--- config.mk ---
export PLATFORM = sky130hd
export DESIGN_NAME = mul_seq
export DESIGN_NICKNAME = d
export VERILOG_FILES = /design/src/rtl/mul_seq.sv
export SDC_FILE = /design/constraint.sdc
export NUM_CORES = 1
export LEC_CHECK = 0
export CORE_UTILIZATION = 58
export CTS_CLUSTER_DIAMETER = 60
export DETAILED_ROUTE_END_ITERATION = 10
export HOLD_SLACK_MARGIN = 0.02
export PLACE_DENSITY = 0.82
export REMOVE_ABC_BUFFERS = 1
export SLEW_MARGIN = 20
export SYNTH_ARGS = -nofsm -noshare
export SYNTH_HDL_FRONTEND = slang
export SYNTH_SLANG_ARGS = --single-unit
--- constraint.sdc ---
create_clock -name clk -period 4.3 [get_ports clk]
set_input_delay 0.645 -clock clk [delete_from_list [all_inputs] [get_ports clk]]
set_output_delay 0.645 -clock clk [all_outputs]
set_load 0.05 [all_outputs]
--- src/rtl/mul_seq.sv ---
// Multi-cycle shift-add multiply sequencer for MUL/UMULL/SMULL with register-file writeback.
// Optional macro MUL_SEQ_DUAL_WRITE_EN: long multiplies write RdLo and RdHi in one cycle on two ports.
module mul_seq #(
  parameter int STEP_BITS = 1
) (
  input  logic        clk,
  input  logic        reset,
  input  logic        start,
  output logic        ready,
  output logic        busy,
  input  logic        op_long,
  input  logic        op_signed,
  input  logic [31:0] a,
  input  logic [31:0] b,
  input  logic [3:0]  rd_lo,
  input  logic [3:0]  rd_hi,
  output logic        rf_we,
  output logic [3:0]  rf_wa,
  output logic [31:0] rf_wd,
  output logic        rf_we2,
  output logic [3:0]  rf_wa2,
  output logic [31:0] rf_wd2,
  output logic        done
);

  localparam int N = 32 / STEP_BITS;
  localparam logic [5:0] LAST = 6'(N - 1);

  typedef enum logic [2:0] {IDLE, MUL, FIX, WB_LO, WB_HI} state_t;

  state_t      r_state, w_next;
  logic [63:0] r_prod;
  logic [63:0] r_mcand;
  logic [31:0] r_mplier;
  logic [5:0]  r_cnt;
  logic        r_sign;
  logic        r_long;
  logic [3:0]  r_rd_lo;
  logic [3:0]  r_rd_hi;

  logic        w_neg;
  logic [31:0] w_mag_a;
  logic [31:0] w_mag_b;
  logic [63:0] w_partial;

  assign w_neg   = op_long & op_signed;
  // 0x80000000 negates to itself, which is exactly 2^31 read as unsigned
  assign w_mag_a = (w_neg && a[31]) ? (32'd0 - a) : a;
  assign w_mag_b = (w_neg && b[31]) ? (32'd0 - b) : b;

  assign ready = (r_state == IDLE);
  assign busy  = ~ready;

  always_comb begin
    w_partial = '0;
    for (int unsigned j = 0; j < STEP_BITS; j++) begin
      if (r_mplier[j]) w_partial = w_partial + (r_mcand << j);
    end
  end

  always_ff @(posedge clk) begin
    if (reset) begin
      r_state  <= IDLE;
      r_prod   <= '0;
      r_mcand  <= '0;
      r_mplier <= '0;
      r_cnt    <= '0;
      r_sign   <= 1'b0;
      r_long   <= 1'b0;
      r_rd_lo  <= '0;
      r_rd_hi  <= '0;
    end else begin
      r_state <= w_next;
      case (r_state)
        IDLE: begin
          if (start) begin
            r_mcand  <= {32'd0, w_mag_a};
            r_mplier <= w_mag_b;
            r_sign   <= w_neg & (a[31] ^ b[31]);
            r_long   <= op_long;
            r_rd_lo  <= rd_lo;
            r_rd_hi  <= rd_hi;
            r_prod   <= '0;
            r_cnt    <= '0;
          end
        end
        MUL: begin
          r_prod   <= r_prod + w_partial;
          r_mcand  <= r_mcand << STEP_BITS;
          r_mplier <= r_mplier >> STEP_BITS;
          r_cnt    <= r_cnt + 6'd1;
        end
        FIX: begin
          if (r_sign) r_prod <= 64'd0 - r_prod;
        end
        default: ;
      endcase
    end
  end

  always_comb begin
    w_next = r_state;
    rf_we  = 1'b0;
    rf_wa  = '0;
    rf_wd  = '0;
    rf_we2 = 1'b0;
    rf_wa2 = '0;
    rf_wd2 = '0;
    done   = 1'b0;
    case (r_state)
      IDLE:  if (start) w_next = MUL;
      MUL:   if (r_cnt == LAST) w_next = FIX;
      FIX:   w_next = WB_LO;
      WB_LO: begin
        rf_we = (r_rd_lo != 4'hF);
        rf_wa = r_rd_lo;
        rf_wd = r_prod[31:0];
`ifdef MUL_SEQ_DUAL_WRITE_EN
        if (r_long) begin
          rf_we2 = (r_rd_hi != 4'hF);
          rf_wa2 = r_rd_hi;
          rf_wd2 = r_prod[63:32];
          // same destination: the hi half must be the value that lands
          if (r_rd_lo == r_rd_hi) rf_we = 1'b0;
        end
        done   = 1'b1;
        w_next = IDLE;
`else
        if (r_long) begin
          w_next = WB_HI;
        end else begin
          done   = 1'b1;
          w_next = IDLE;
        end
`endif
      end
      WB_HI: begin
        rf_we  = (r_rd_hi != 4'hF);
        rf_wa  = r_rd_hi;
        rf_wd  = r_prod[63:32];
        done   = 1'b1;
        w_next = IDLE;
      end
      default: w_next = IDLE;
    endcase
    // a reset arriving during writeback drops the pending result
    if (reset) begin
      rf_we  = 1'b0;
      rf_we2 = 1'b0;
      done   = 1'b0;
    end
  end

endmodule

==> metrics.txt <==
Syn Area/Cell=7.258 um2; total CTS buffers=17; most common cell after layout, fill and taps aside=a21oi_1; WL met2=19.83 mm; detailed placement HPWL=32.18 mm; Synth Cell Area=~14000 um2; vias in the first global route=roughly 14000; wl on met1=between 15 and 20 mm; first-pass GRT wire length=~71 mm; die area=25360 um2; register area=~3600 um2; WHS=~0.46 ns; Synth Instances=approximately 2000; worst hold start=r_long$_SDFFE_PP0P_; Max clock buf depth=2; nature of the critical path startpoint=flop; leakage dissipation=6.465 nW; Ys Warns=0; Synth Register Bits=about 180; Synth area leaders=dfxtp_1 (25%), a21oi_1 (8.1%), nand2_1 (5.9%), ha_1 (5.8%), xnor2_1 (4.5%); initial antenna violation count=0; overall die height=159.3 um; Die W=~160 um; Synth area leader=dfxtp_1; VDD IR max=0.2926 mV; RePlAce Congestion=~1.0; PwrDens=roughly 280 nW/um2; Ports=roughly 150; final WL=~45 mm; layout cells sized above 1=under 10%; FP Rows=57; Worst Skew=0.02042 ns; Fill cells=between 2000 and 2500; number of antenna diodes=0; worst skew pair latency=between 0.4 and 0.5 ns; Final #Nets=about 2100; gr ovfl total=0; Final Max Tran Viols=0; dominant synthesized flop cell=dfxtp_1; number of synthesized flops with an enable pin=0; Design Power=between 0.004 and 0.005 W; gr usage total=roughly a third; clk root buf=clkbuf_16; crit-path max FO=31; Setup Fix Bufs, Post-CTS=0; violation count after the first detailed-route iteration=1574; Synth top area share=roughly 25%; Post-DRT Antenna Nets=0; CTS tree=built; Num Clock Sinks=about 180; clock-pin slew of the registers on the worst-case setup and hold paths=0.09 ns; r2r startpoint=r_mplier[0]$_SDFFE_PP0P_; max_cap viols=0; routed vias/inst=6.488; WP data arrival=4.47 ns; core area=24320 um2; Final Hold Viols=0; Setup crit start=r_mplier[0]$_SDFFE_PP0P_; Max Used Layer=met4; Fmax=about 240 MHz; IO Port Bufs=between 100 and 150; status=complete, no violations; Worst Setup End Kind=flop; multi-input logic area=about 10000 um2; worst slew pin tran=between 1 and 1.5 ns; post-synthesis async set-or-reset flop share=0%; Starting Density=58.98%; CP peak stage delay=0.47 ns; cell area after layout=16060 um2; via count=15050; Critical Path RT=4.66 ns; critical setup path kind=reg2reg; worst min-delay path category=reg2reg; Tmin final=4.107 ns; most frequent cells in the layout=a21oi_1 (232), nand2_1 (222), dfxtp_1 (179); Final period util=95.52%; post-synthesis sequential area ratio=between 20% and 30%; Placed Instance Area=15400 um2; residual DRC count=0; crit-path cells=buf_4, nand2_1, fa_1, nor2b_1, o2111ai_1, a21boi_0, a211oi_1, o21ai_0, buf_4, a21oi_1, a21oi_1, o21bai_1, a2111o_1, a311oi_1; Area Overhead vs Synth=11.97%; largest net degree at the start of global routing=89; Routed WL per cell=roughly 19 um; H-tree depth=4; RSZ-0062 raised after global routing=false; Crit-path slowest cell=fa_1; metal3 WL=just under 4 mm; Post-CTS Hold Buffers=0; Slew HR=a little over a quarter; final setup violation count=0; iteration count of the initial detailed-routing pass=6; Netlist cell types=80
[path summary, 6_finish.rpt]
kind | end | slack, ns | depth (start not counted)
max | r_prod[58]$_SDFFE_PP0P_ | 0.19 | 14
min | r_long$_SDFFE_PP0P_ | 0.46 | 2
max reg2reg | r_prod[58]$_SDFFE_PP0P_ | 0.19 | 14
min reg2reg | r_long$_SDFFE_PP0P_ | 0.46 | 2
[cell usage after synthesis, drive strengths merged (8+ instances only)]
cell type,count
a21oi,233
nand2,225
dfxtp,179
nor2,158
clkbuf,136
a22oi,85
o21ai,82
xnor2,73
nand3,70
and2,69
ha,67
nor3,58
a21o,52
buf,52
xor2,48
a22o,37
nand4,32
inv,30
a31oi,25
or3,22
a211oi,18
nor4,18
o31ai,16
or4,16
o21a,15
o22ai,15
o32ai,14
and3,11
nand2b,10
nand3b,9
o21bai,8
o41ai,8
[metrics by stage]
step	worst slack [ns]	instances	setup TNS, ns	utilization [%]
after CTS	0.2876	2320	0	66.03
after floorplan	-1.138	1824	-73.79	-
after global placement	0.6156	2288	0	63.33
final	0.1928	2320	0	66.03
after detailed placement	0.4479	2288	0	63.33
after global routing	0.02640	2320	0	66.03
[logic make-up after synthesis]
logic type | synth area share, %
xor gates and xnor gates | 7.389
DFF | 24.98
other | 0.02615
muxes | 0.2181
and+or+nand+nor | 24.71
adders and majority gates | 5.984
AOI/OAI and AO/OA | 29.87
buffers and inverters | 6.813
[worst max-delay path: cells and delay by family (launching register included)]
| family | cells | cell delay [ns] |
|---|---|---|
| buffers and inverters | 2 | 0.49 |
| adder cells (fa/ha/maj) | 1 | 0.47 |
| AO/OA/AOI/OAI | 9 | 2.25 |
| flip-flops | 1 | 0.39 |
| AND/OR/NAND/NOR | 2 | 0.41 |
[area by class of cell]
type | instances | share of cell area, %
Multi-Input combinational cell | 1615 | 61.96
Sequential cell | 179 | 22.31
Timing Repair Buffer | 140 | 8.414
Clock buffer | 17 | 2.649
Tap cell | 324 | 2.524
Clock inverter | 15 | 1.434
Inverter | 30 | 0.7012
[routing by layer]
metal  track usage [%]  vias to the layer above
met4             12.33                        0
li1                  -                     7162
met3             6.747                      100
met5                 0                        -
met1             47.02                     7062
met2             54.07                      728
[timing repair]
action,CTS,global route
endpoints found under the setup margin,0,1
gates resized for setup,0,1
hold endpoints to repair,0,0
[flip-flops by register name, indices dropped and copies added, names as in the netlist]
signal    flops
r_mcand      64
r_long        1
r_cnt         6
r_rd_lo       4
r_state       3
r_mplier     32
r_prod       64
r_sign        1
r_rd_hi       4
[where the power goes]
part	internal [W]	leakage [nW]	switching [W]
Sequential	0.00173	1.46	0.0000753
Combinational	0.000340	4.69	0.000623
Clock	0.000875	0.316	0.000865
(Power assumes the default switching activity.)
